[src/rtl/serial_subtractor_4bit.sv]
// Bit-serial subtractor: computes a - b - bin one bit per clock, LSB first, behind a start/busy/done handshake.
// Define OVERFLOW_FLAG_EN to add the registered two's-complement overflow output ovf.
module serial_subtractor_4bit #(
    parameter int WIDTH = 4
) (
    input  logic             clk,
    input  logic             rst,
    input  logic             start,
    input  logic [WIDTH-1:0] a,
    input  logic [WIDTH-1:0] b,
    input  logic             bin,
    output logic             busy,
    output logic             done,
    output logic [WIDTH-1:0] diff,
    output logic             bout
`ifdef OVERFLOW_FLAG_EN
    ,
    output logic             ovf
`endif
);

    localparam int IDX_W = (WIDTH > 1) ? $clog2(WIDTH) : 1;
    localparam logic [IDX_W-1:0] LAST_IDX = IDX_W'(WIDTH - 1);

    localparam logic [1:0] ST_IDLE  = 2'd0;
    localparam logic [1:0] ST_SHIFT = 2'd1;
    localparam logic [1:0] ST_DONE  = 2'd2;

    logic [1:0]       state_q, state_d;
    logic [WIDTH-1:0] a_q, a_d;
    logic [WIDTH-1:0] b_q, b_d;
    logic             br_q, br_d;
    logic [IDX_W-1:0] idx_q, idx_d;
    logic [WIDTH-1:0] diff_q, diff_d;
    logic             bout_q, bout_d;
`ifdef OVERFLOW_FLAG_EN
    logic             ovf_q, ovf_d;
`endif

    logic a_bit;
    logic b_bit;
    logic d_bit;
    logic br_next;
    logic accept;

    always_comb begin
        state_d = state_q;
        a_d     = a_q;
        b_d     = b_q;
        br_d    = br_q;
        idx_d   = idx_q;
        diff_d  = diff_q;
        bout_d  = bout_q;
`ifdef OVERFLOW_FLAG_EN
        ovf_d   = ovf_q;
`endif
        accept  = 1'b0;

        a_bit   = a_q[idx_q];
        b_bit   = b_q[idx_q];
        d_bit   = a_bit ^ b_bit ^ br_q;
        br_next = (~a_bit & b_bit) | (~(a_bit ^ b_bit) & br_q);

        case (state_q)
            ST_IDLE: begin
                if (start) begin
                    accept = 1'b1;
                end
            end
            ST_SHIFT: begin
                diff_d[idx_q] = d_bit;
                br_d          = br_next;
                idx_d         = idx_q + IDX_W'(1);
                if (idx_q == LAST_IDX) begin
                    bout_d  = br_next;
`ifdef OVERFLOW_FLAG_EN
                    // d_bit is the final sign bit of the difference at this point.
                    ovf_d   = (a_q[WIDTH-1] != b_q[WIDTH-1]) && (d_bit != a_q[WIDTH-1]);
`endif
                    idx_d   = '0;
                    state_d = ST_DONE;
                end
            end
            ST_DONE: begin
                state_d = ST_IDLE;
                if (start) begin
                    accept = 1'b1;
                end
            end
            default: begin
                state_d = ST_IDLE;
            end
        endcase

        if (accept) begin
            a_d     = a;
            b_d     = b;
            br_d    = bin;
            idx_d   = '0;
            diff_d  = '0;
            bout_d  = 1'b0;
`ifdef OVERFLOW_FLAG_EN
            ovf_d   = 1'b0;
`endif
            state_d = ST_SHIFT;
        end
    end

    always_ff @(posedge clk) begin
        if (rst) begin
            state_q <= ST_IDLE;
            a_q     <= '0;
            b_q     <= '0;
            br_q    <= 1'b0;
            idx_q   <= '0;
            diff_q  <= '0;
            bout_q  <= 1'b0;
`ifdef OVERFLOW_FLAG_EN
            ovf_q   <= 1'b0;
`endif
        end else begin
            state_q <= state_d;
            a_q     <= a_d;
            b_q     <= b_d;
            br_q    <= br_d;
            idx_q   <= idx_d;
            diff_q  <= diff_d;
            bout_q  <= bout_d;
`ifdef OVERFLOW_FLAG_EN
            ovf_q   <= ovf_d;
`endif
        end
    end

    // Every output is decoded from registered state only.
    assign busy = (state_q == ST_SHIFT);
    assign done = (state_q == ST_DONE);
    assign diff = diff_q;
    assign bout = bout_q;
`ifdef OVERFLOW_FLAG_EN
    assign ovf  = ovf_q;
`endif

endmodule

[config.mk]
export PLATFORM = sky130hd
export DESIGN_NAME = serial_subtractor_4bit
export DESIGN_NICKNAME = d
export VERILOG_FILES = /design/src/rtl/serial_subtractor_4bit.sv
export SDC_FILE = /design/constraint.sdc
export NUM_CORES = 1
export LEC_CHECK = 0
export CAP_MARGIN = 25
export CORE_MARGIN = 2
export CORE_UTILIZATION = 30
export CTS_BUF_LIST = sky130_fd_sc_hd__clkbuf_16
export CTS_CLUSTER_DIAMETER = 80
export CTS_CLUSTER_SIZE = 30
export DETAILED_ROUTE_END_ITERATION = 8
export MAX_ROUTING_LAYER = met4
export PLACE_DENSITY = 0.6
export SLEW_MARGIN = 0
export SYNTH_ARGS = -nofsm -noshare
export SYNTH_HDL_FRONTEND = slang
export SYNTH_SLANG_ARGS = --single-unit
[constraint.sdc]
create_clock -name clk -period 3.2 [get_ports clk]
set_input_delay 0.96 -clock clk [delete_from_list [all_inputs] [get_ports clk]]
set_output_delay 0.96 -clock clk [all_outputs]
set_load 0.02 [all_outputs]
==> After elaboration in Yosys (flattened, before gate mapping) <==
Cells that the tools add are included.
{ "op_classes": {"addsub": 1, "n_mul": 0, "div": 0, "magnitude_cmp": 2, "eq_ne": 6, "shifts": 0, "mux": 15, "bitwise": 8, "reduce_logical": 8} }
{ "ops": {"columns": ["op", "count"], "rows": [
  ["$mux 1", 8],
  ["$reduce_and 2->1", 3],
  ["$bmux 1 s2", 2],
  ["$bwmux 4", 1],
  ["$eq 2x2->1 const B", 2],
  ["$mux 2", 2],
  ["$pmux 2 s2", 1],
  ["$reduce_or 2->1", 2],
  ["$lt 2x3->1 const B", 1],
  ["$ne 3x1->1 const B", 1],
  ["$not 1->1", 3],
  ["$add 2x1->2 const B", 1],
  ["$and 1x1->1", 2],
  ["$demux 1 s2", 1],
  ["$eq 2x1->1 const B", 1],
  ["$ge 2x1->1 const B", 1],
  ["$logic_not 2->1", 1],
  ["$ne 2x1->1 const B", 1],
  ["$ne 2x2->1 const B", 1],
  ["$reduce_bool 2->1", 1],
  ["$xor 1x1->1", 2],
  ["$logic_and 1x1->1", 1],
  ["$or 1x1->1", 1]
]} }
{ "totals": {"reg_bits": 18, "latchBits": 0, "ram_bits": 0, "rom_bits": 0, "mem_count": 0} }

==> Logic depth before layout (Yosys ltp) <==
Gate-level depths: netlist of the first run.
{ "depth": {"word_depth": 8, "ltp_mapped": 5, "ltp_nobuf": 5} }

==> Worst setup path before layout of the first run <==
Ideal clock, no wire load.
{ "synth_path": {"path_type": "reg2reg", "startpoint": "register idx_q[0]", "endpoint": "register br_q", "setup_time_ns": 0.100, "arrival_time_ns": 1.728, "path_slack_ns": 1.372, "stages_incl_launch_ff": 4, "n_path_buf": 0, "synth_period_minus_slack_ns": 1.828, "cell_sequence": "dfxtp_1 > mux4_2 > fa_1 > a2111oi_4"} }
{ "synth_between": {"elab_chain_cells": 8, "word_cells_on_any_way": 12, "cone_classes": "6 x mux; 6 x bitwise"} }
{ "synth_lines": {"columns": ["item", "line", "rtl"], "rows": [
  ["start, declared", "33", "logic [IDX_W-1:0] idx_q, idx_d;"],
  ["start signal, assigned", "126", "idx_q <= idx_d;"],
  ["$bmux 1 s2 (on tied branches)", "59, 60", null],
  ["$mux 1 (on tied branches)", "59, 60", null],
  ["$xor 1x1->1", "62", "br_next = (~a_bit & b_bit) | (~(a_bit ^ b_bit) & br_q);"],
  ["$not 1->1", "62", null],
  ["$and 1x1->1", "62", null],
  ["$or 1x1->1 (*)", "62", null],
  ["$mux 1 (*)", "64", "case (state_q)"],
  ["$mux 1 (*)", "95", "if (accept) begin"],
  ["end signal, assigned", "125", "br_q <= br_d;"],
  ["end, declared", "32", "logic br_q, br_d;"]
]} }
Every way passes the cells marked *; elsewhere a longest branch is shown, timed or not. The select of a mux whose other input is x is not followed.
A chain may end at the register's enable or synchronous reset.

==> Worst setup path after layout of the first run <==
{ "layout_path": {"startpoint": "register state_q[0]", "endpoint": "output busy"} }
{ "layout_between": {"elab_chain_cells": 1} }
{ "layout_lines": {"columns": ["item", "line", "rtl"], "rows": [
  ["start, declared", "29", "logic [1:0] state_q, state_d;"],
  ["start signal, assigned", "122", "state_q <= state_d;"],
  ["$eq 2x1->1", "136", "assign busy = (state_q == ST_SHIFT);"],
  ["end, declared", "12", "output logic busy,"]
]} }
No other way between the ends.

==> run metrics, run 1 <==
status=finished clean; total grt overflow=0; Skew-Pair Late Insertion Delay=~240 ps; worst r2r path cells=4; relative slew slack=69.4%; die area=between 0.003 and 0.004 mm2; final net count=130; Area growth syn-to-layout=31.8%; DR vias=661; vias per std cell=4.65; CTS max path bufs=2; pin count of the biggest net entering global routing=12; flop2flop setup slack=roughly 1300 ps; I/O Buffers=18; clk slew on worst S/H paths=~50 ps; commonest non-fill, non-tap cell in the layout=nand2_1; maximum achievable frequency=0.398 GHz; row cnt=19; cts hold-fix bufs=0; 1st-iter DRT viols=6; Pre-antenna DRT Iters=2; GRT Util Overall=between 10% and 20%; non-filler cells, final=about 140; Worst Min Path Start=b_q[3]; vias in the first global route=a little under 600; Setup crit end kind=primary output; Slew @ Worst Pin=457 ps; CTS tree=done; Post-DRT Antenna Nets=0; shortest period the worst path allows=~2500 ps; share of cells above drive strength 1=between 10% and 20%; placed inst area=between 0.001 and 0.0015 mm2; clock skew=between 1 and 1.5 ps; finished layout cell area=0.00112 mm2; reg2reg start=idx_q[0]; Syn Nets=110; fillers=277; initial antenna violation count=0; DRT Wirelength=about 1.5 mm; Max-Cap Viols=0; Leak=roughly 0.0004 uW; Slew Viols, Final=0; Synth area leader=dfxtp_1; final setup vio count=0; first-pass GRT wire length=2.57 mm; Placer Congestion=around 0.75; Worst Path Required=about 2200 ps; clk sinks=18; remaining routing DRC violations=0; Synth cell types=24; number of diodes=0; Starting Density=between 30% and 40%; DP HPWL=1.17 mm; reg2reg end=diff[3]; synth warn=0; Core ar.=about 0.0027 mm2; CTS Buf Count=3; post-CTS sizing=0; startpoint types=flip-flop; Root Buffer=clkbuf_16; Syn Inst Count=93; Placed Cells=~140; unrepaired setup endpoints after global routing=false; I/O pins=19; htree depth=1; commonest cells after routing, fill and taps aside=nand2_1 (20), dfxtp_1 (18), clkdlybuf4s50_1 (18); Final Hold Fails=0; PwrDens=around 500 mW/mm2; syn avg cell area=between 9 and 10 um2; Worst EP arrival=1550 ps; CP Class=flip-flop to primary output; FF+latch count, synth=18; Die X=about 57 um; hold slack=452 ps; top post-synthesis cells by area=dfxtp_1 (42%), a21oi_1 (8.8%), nand2_1 (8.8%); Hold WC Path Type=flip-flop to flip-flop; Critical Path Source=state_q[0]; post-synthesis sequential area ratio=approximately 42%; Peak VDD IR=0.356 mV; post-synth top area share=42.4%; Max FO, Critical Path=10; Post-CTS Setup Bufs=0; mapped cell area=851 um2; WL/cell=10.8 um; TNS Setup=0 ps; Tot Pwr=about 560 uW; Die Ht=57.3 um; worst setup path endpoint=busy; final clock period utilization by the worst path=78.5%
-- power by group --
part / internal [uW] / switching [uW]
Clock: 164 / 78.1
Sequential: 235 / 7.85
Combinational: 37.9 / 38.7
Total: 437 / 125
-- layer usage --
| layer | vias to the layer above | wire (um) | GRT usage [%] |
|---|---|---|---|
| li1 | 344 | - | - |
| met1 | 299 | 694 | 11.7 |
| met2 | 16 | 727 | 17.1 |
| met3 | 2 | 100 | 4.76 |
| met4 | 0 | 7 | 5.32 |
| met5 | - | 0 | - |
-- registers in the layout (all words and copies together) (netlist names) --
signal	flops
a_q	4
b_q	4
bout	1
br_q	1
diff	4
idx_q	2
state_q	2
-- through the flow --
stage                     utilization (%)  setup slack, ps
after floorplan                         -             1370
final                                41.0              688
after detailed placement             38.3              822
after global routing                 41.0              611
after global placement               38.3              859
after CTS                            41.0              664
-- cell usage after synthesis --
library cell,n
buf_6,2
ha_1,4
nor2b_1,2
nand3b_1,1
buf_2,1
clkbuf_1,1
inv_1,7
nor3_2,1
nor2_1,2
a21oi_1,15
nor2_2,1
nand2b_4,1
inv_4,1
mux4_2,2
nand2b_1,2
o21a_1,1
nand2_1,20
dfxtp_1,18
nand3_1,4
fa_1,1
or3_1,1
o21ai_0,3
a2111oi_4,1
a311oi_2,1
-- critical path: stages, from the launching register on --
cell,delay [ps]
dfxtp_1,430
nand2b_4,120
inv_4,140
clkdlybuf4s50_1,620
-- how the worst min path moves through the flow --
stage              to  depth (start not counted)
2_1_floorplan  a_q[2]                          2
3_3_place_gp   b_q[3]                          2
3_5_place_dp   b_q[3]                          2
4_1_cts        b_q[3]                          2
5_1_grt        a_q[0]                          2
6_report       b_q[3]                          2
-- area by class of cell --
class	count	area (um2)	share of cell area, %
timing repair buffer	19	188	16.7
clock buffer	3	75.1	6.70
inverter	8	32.5	2.90
multi-input combinational	63	427	38.1
tap	31	38.8	3.46
sequential	18	360	32.1
-- cells by family after synthesis --
kind of cell | after synthesis | synth area share [%]
AO/OA/AOI/OAI | 21 | 16.5
adder cells (fa/ha/maj) | 5 | 8.24
buffers and inverters | 12 | 7.50
flip-flops | 18 | 42.4
multiplexers | 2 | 5.29
AND/OR/NAND/NOR | 35 | 20.1
No activity file was read; power rests on OpenSTA's default activity.
==> run 2, diff against run 1 <==
- PLACE_DENSITY: 0.6 -> 0.62
- clock period: 3.2 -> 2.3 ns (I/O delays scaled with it)
==> run metrics, run 2 (same netlist as run 1, synthesis figures left out) <==
first-pass GRT wire length=2.95 mm; DRT Wirelength=around 1.7 mm; I/O Buffers=18; flop2flop setup slack=~400 ps; clk sinks=18; shortest period the worst path allows=2040 ps; GRT Util Overall=roughly 12%; initial antenna violation count=0; CTS max path bufs=2; startpoint types=flip-flop; status=finished clean; Slew Viols, Final=0; total grt overflow=0; WHS Endpoint=b_q[0]; WP buf/inv=1; relative slew slack=78.1%; Root Buffer=clkbuf_16; Hold WC Path Type=flip-flop to flip-flop; die area=0.00328 mm2; htree depth=1; Pre-antenna DRT Iters=4; Setup crit end kind=primary output; Skew-Pair Late Insertion Delay=250 ps; hold path depth=2; slowest stage delay, CP=between 600 and 700 ps; PwrDens=700 mW/mm2; slowest stage cell, crit path=clkdlybuf4s50_1; number of diodes=0; vias per std cell=4.78; Die X=~57 um; TNS Setup=0 ps; Slew @ Worst Pin=328 ps; share of cells above drive strength 1=13.0%; Post-CTS Setup Bufs=0; Peak VDD IR=0.639 mV; pin count of the biggest net entering global routing=11; Max FO, Critical Path=5; remaining routing DRC violations=0; worst path cell trace=nor2b_1, clkdlybuf4s50_1; DR vias=between 600 and 700; Worst EP arrival=around 1400 ps; Worst Min Path Start=b_q[0]; commonest cells after routing, fill and taps aside=nand2_1 (20), dfxtp_1 (18), clkdlybuf4s50_1 (17); final clock period utilization by the worst path=between 80% and 90%; clock skew=~2.0 ps; reg2reg start=idx_q[1]; clk slew on worst S/H paths=roughly 50 ps; reg2reg end=diff[0]; Final Hold Fails=0; Starting Density=~31%; final net count=133; Top delay family on crit path=buffers and inverters; maximum achievable frequency=0.490 GHz; 1st-iter DRT viols=10; worst r2r path cells=5; row cnt=19; Placer Congestion=0.762; commonest non-fill, non-tap cell in the layout=nand2_1; DP HPWL=approximately 1.3 mm; vias in the first global route=roughly 690; final setup vio count=0; Leak=about 0.00043 uW; Max-Cap Viols=0; unrepaired setup endpoints after global routing=false; Core ar.=between 0.002 and 0.003 mm2; CP Class=flip-flop to primary output; CTS Buf Count=3; Tot Pwr=805 uW; CTS tree=done; Worst Path Required=between 1500 and 2000 ps; I/O pins=19; WL/cell=about 12 um; Post-DRT Antenna Nets=0; Area growth syn-to-layout=35.1%; Die Ht=57.3 um
[run 2: cell types whose count changed in the layout (fill, tap and decap cells not counted)]
cell / previous run / this run
clkdlybuf4s50_1: 18 / 17
buf_4: 1 / 4
dlymetal6s2s_1: 0 / 1
clkinv_1: 0 / 1
[run 2: cell type report]
class | count | area (um2)
Clock buffer | 3 | 75.1
Clock inverter | 1 | 3.75
Fill cell | 281 | 1580
Inverter | 8 | 32.5
Multi-Input combinational cell | 63 | 427
Sequential cell | 18 | 360
Tap cell | 31 | 38.8
Timing Repair Buffer | 22 | 213
[run 2: through the flow]
step	cells	area (um2)	hold WS, ps	util (%)	setup WS (ps)
after global placement	142	1070	443	39.1	358
after floorplan	93	851	433	-	472
after CTS	146	1150	455	42.0	53.8
final	146	1150	452	42.1	258
after detailed placement	142	1070	447	39.1	329
after global routing	146	1150	469	42.1	206
[run 2: worst max path at each step]
| stage | startpoint | endpoint | slack, ps | cells after the start |
|---|---|---|---|---|
| detailed placement | state_q[0] | busy | 330 | 3 |
| global route | state_q[0] | done | 210 | 2 |
| floorplan | idx_q[0] | br_q | 470 | 3 |
| finish | state_q[0] | done | 260 | 2 |
| global placement | state_q[0] | busy | 360 | 3 |
| CTS | state_q[0] | busy | 50 | 3 |
[run 2: metal layers]
metal | global-route usage, % | wire length [um] | up-vias
met5 | - | 0 | -
met3 | 4.08 | 80 | 2
met4 | 4.65 | 10 | 0
met2 | 21.0 | 823 | 19
li1 | - | - | 354
met1 | 13.0 | 768 | 323
[run 2: timing repair]
action / CTS / global route
hold buffers: 0 / 0
resized for setup: 0 / 1
setup endpoints to repair: 0 / 1
[run 2: tightest hold or removal path: stages (launching register included)]
cell and delay (ps):
dfxtp_1 300, nand2_1 50, a21oi_1 50
[run 2: power breakdown]
group          switching [uW]  internal (uW)
clock                     122            231
sequential               9.57            326
combinational            58.2           57.0
total                     190            615
==> run 3, diff against run 2 <==
- PLACE_DENSITY: 0.62 -> 0.6
- clock period: 2.3 -> 2 ns (I/O delays scaled with it)
==> run metrics, run 3 (same netlist as run 1, synthesis figures left out) <==
status=finished clean; Worst EP arrival=1330 ps; row cnt=19; Final Hold Fails=0; Leak=between 0.0004 and 0.0005 uW; vias in the first global route=between 600 and 700; Slew Viols, Final=0; unrepaired setup endpoints after global routing=false; initial antenna violation count=0; Peak VDD IR=between 0.6 and 0.7 mV; final net count=133; relative slew slack=just under 80%; commonest cells after routing, fill and taps aside=nand2_1 (20), dfxtp_1 (18), clkdlybuf4s50_1 (17); CTS tree=done; WL met3=106 um; DR vias=700; total grt overflow=0; Post-CTS Setup Bufs=0; htree depth=1; Max FO, Critical Path=3; remaining routing DRC violations=0; commonest non-fill, non-tap cell in the layout=nand2_1; startpoint types=flip-flop; PwrDens=795 mW/mm2; number of diodes=0; final setup vio count=0; Core ar.=around 0.0027 mm2; CTS Buf Count=3; WL/cell=between 10 and 15 um; I/O Buffers=18; TNS Setup=0 ps; Area growth syn-to-layout=34.3%; GRT Util Overall=10.7%; met2 WL=817 um; vias per std cell=4.83; Post-DRT Antenna Nets=0; maximum achievable frequency=approximately 0.52 GHz; Starting Density=between 30% and 40%; 1st-iter DRT viols=19; clock skew=between 3 and 4 ps; Skew-Pair Late Insertion Delay=approximately 250 ps; Slew @ Worst Pin=343 ps; shortest period the worst path allows=roughly 1900 ps; Hold WC Path Type=flip-flop to flip-flop; WL met1=704 um; first-pass GRT wire length=2.66 mm; Placer Congestion=0.777; Util after Layout=a little over two fifths; die area=0.00328 mm2; DRT Wirelength=1.64 mm; share of cells above drive strength 1=a little over an eighth; DP HPWL=between 1 and 1.5 mm; clk slew on worst S/H paths=around 50 ps; CTS max path bufs=2; Die X=57.3 um; Top Metal Used=met4; final clock period utilization by the worst path=96.7%; Max-Cap Viols=0; CP Class=flip-flop to primary output; Worst Path Required=around 1400 ps; I/O pins=19; pin count of the biggest net entering global routing=11; Root Buffer=clkbuf_16; clk sinks=18; Die Ht=around 57 um; Setup crit end kind=primary output; Pre-antenna DRT Iters=4
==> run 3: path summary, 6_finish.rpt <==
kind | depth (start not counted) | startpoint | slack [ps] | endpoint
worst min register to register | 2 | a_q[2] | 450 | a_q[2]
worst max register to register | 5 | idx_q[1] | 150 | diff[3]
worst min-delay path | 2 | a_q[2] | 450 | a_q[2]
worst max-delay path | 2 | state_q[1] | 70 | done
==> run 3: cell type report <==
| cell class | instances | area [um2] |
|---|---|---|
| fillers | 275 | 1590 |
| inverters | 8 | 32.5 |
| repair buffers | 22 | 209 |
| clock buffers | 3 | 75.1 |
| well taps | 31 | 38.8 |
| flip-flops and latches | 18 | 360 |
| multi-input cells | 63 | 427 |
==> run 3: power by group <==
group	internal, uW	switching [uW]
Sequential	376	10.8
Clock	263	128
Combinational	64.5	66.6
Total	703	205
==> run 3: worst max-delay path, stage by stage, from the launching register on <==
cell	delay, ps
dfxtp_1	350
nor2b_1	140
clkdlybuf4s50_1	600
==> run 3: routing by layer <==
metal | vias up | track usage, %
met1 | 321 | 11.3
met4 | 0 | 2.99
met2 | 23 | 18.2
li1 | 354 | -
met5 | - | -
met3 | 2 | 4.76
==> run 3: what timing repair did <==
item | CTS | global route
hold buffers | 0 | 0
hold endpoints to repair | 0 | 0
gates resized for setup | 1 | 0
setup endpoints to repair | 1 | 0
==> run 3: through the flow <==
step | power, uW | hold slack (ps) | instance area, um2 | std cells | setup WS [ps]
final | 908 | 454 | 1140 | 145 | 65.6
after global routing | 944 | 467 | 1140 | 145 | 23.8
after CTS | 914 | 457 | 1140 | 145 | 54.1
after detailed placement | 527 | 450 | 1070 | 142 | 116
after global placement | 523 | 444 | 1070 | 142 | 148
after floorplan | 481 | 433 | 851 | 93 | 172
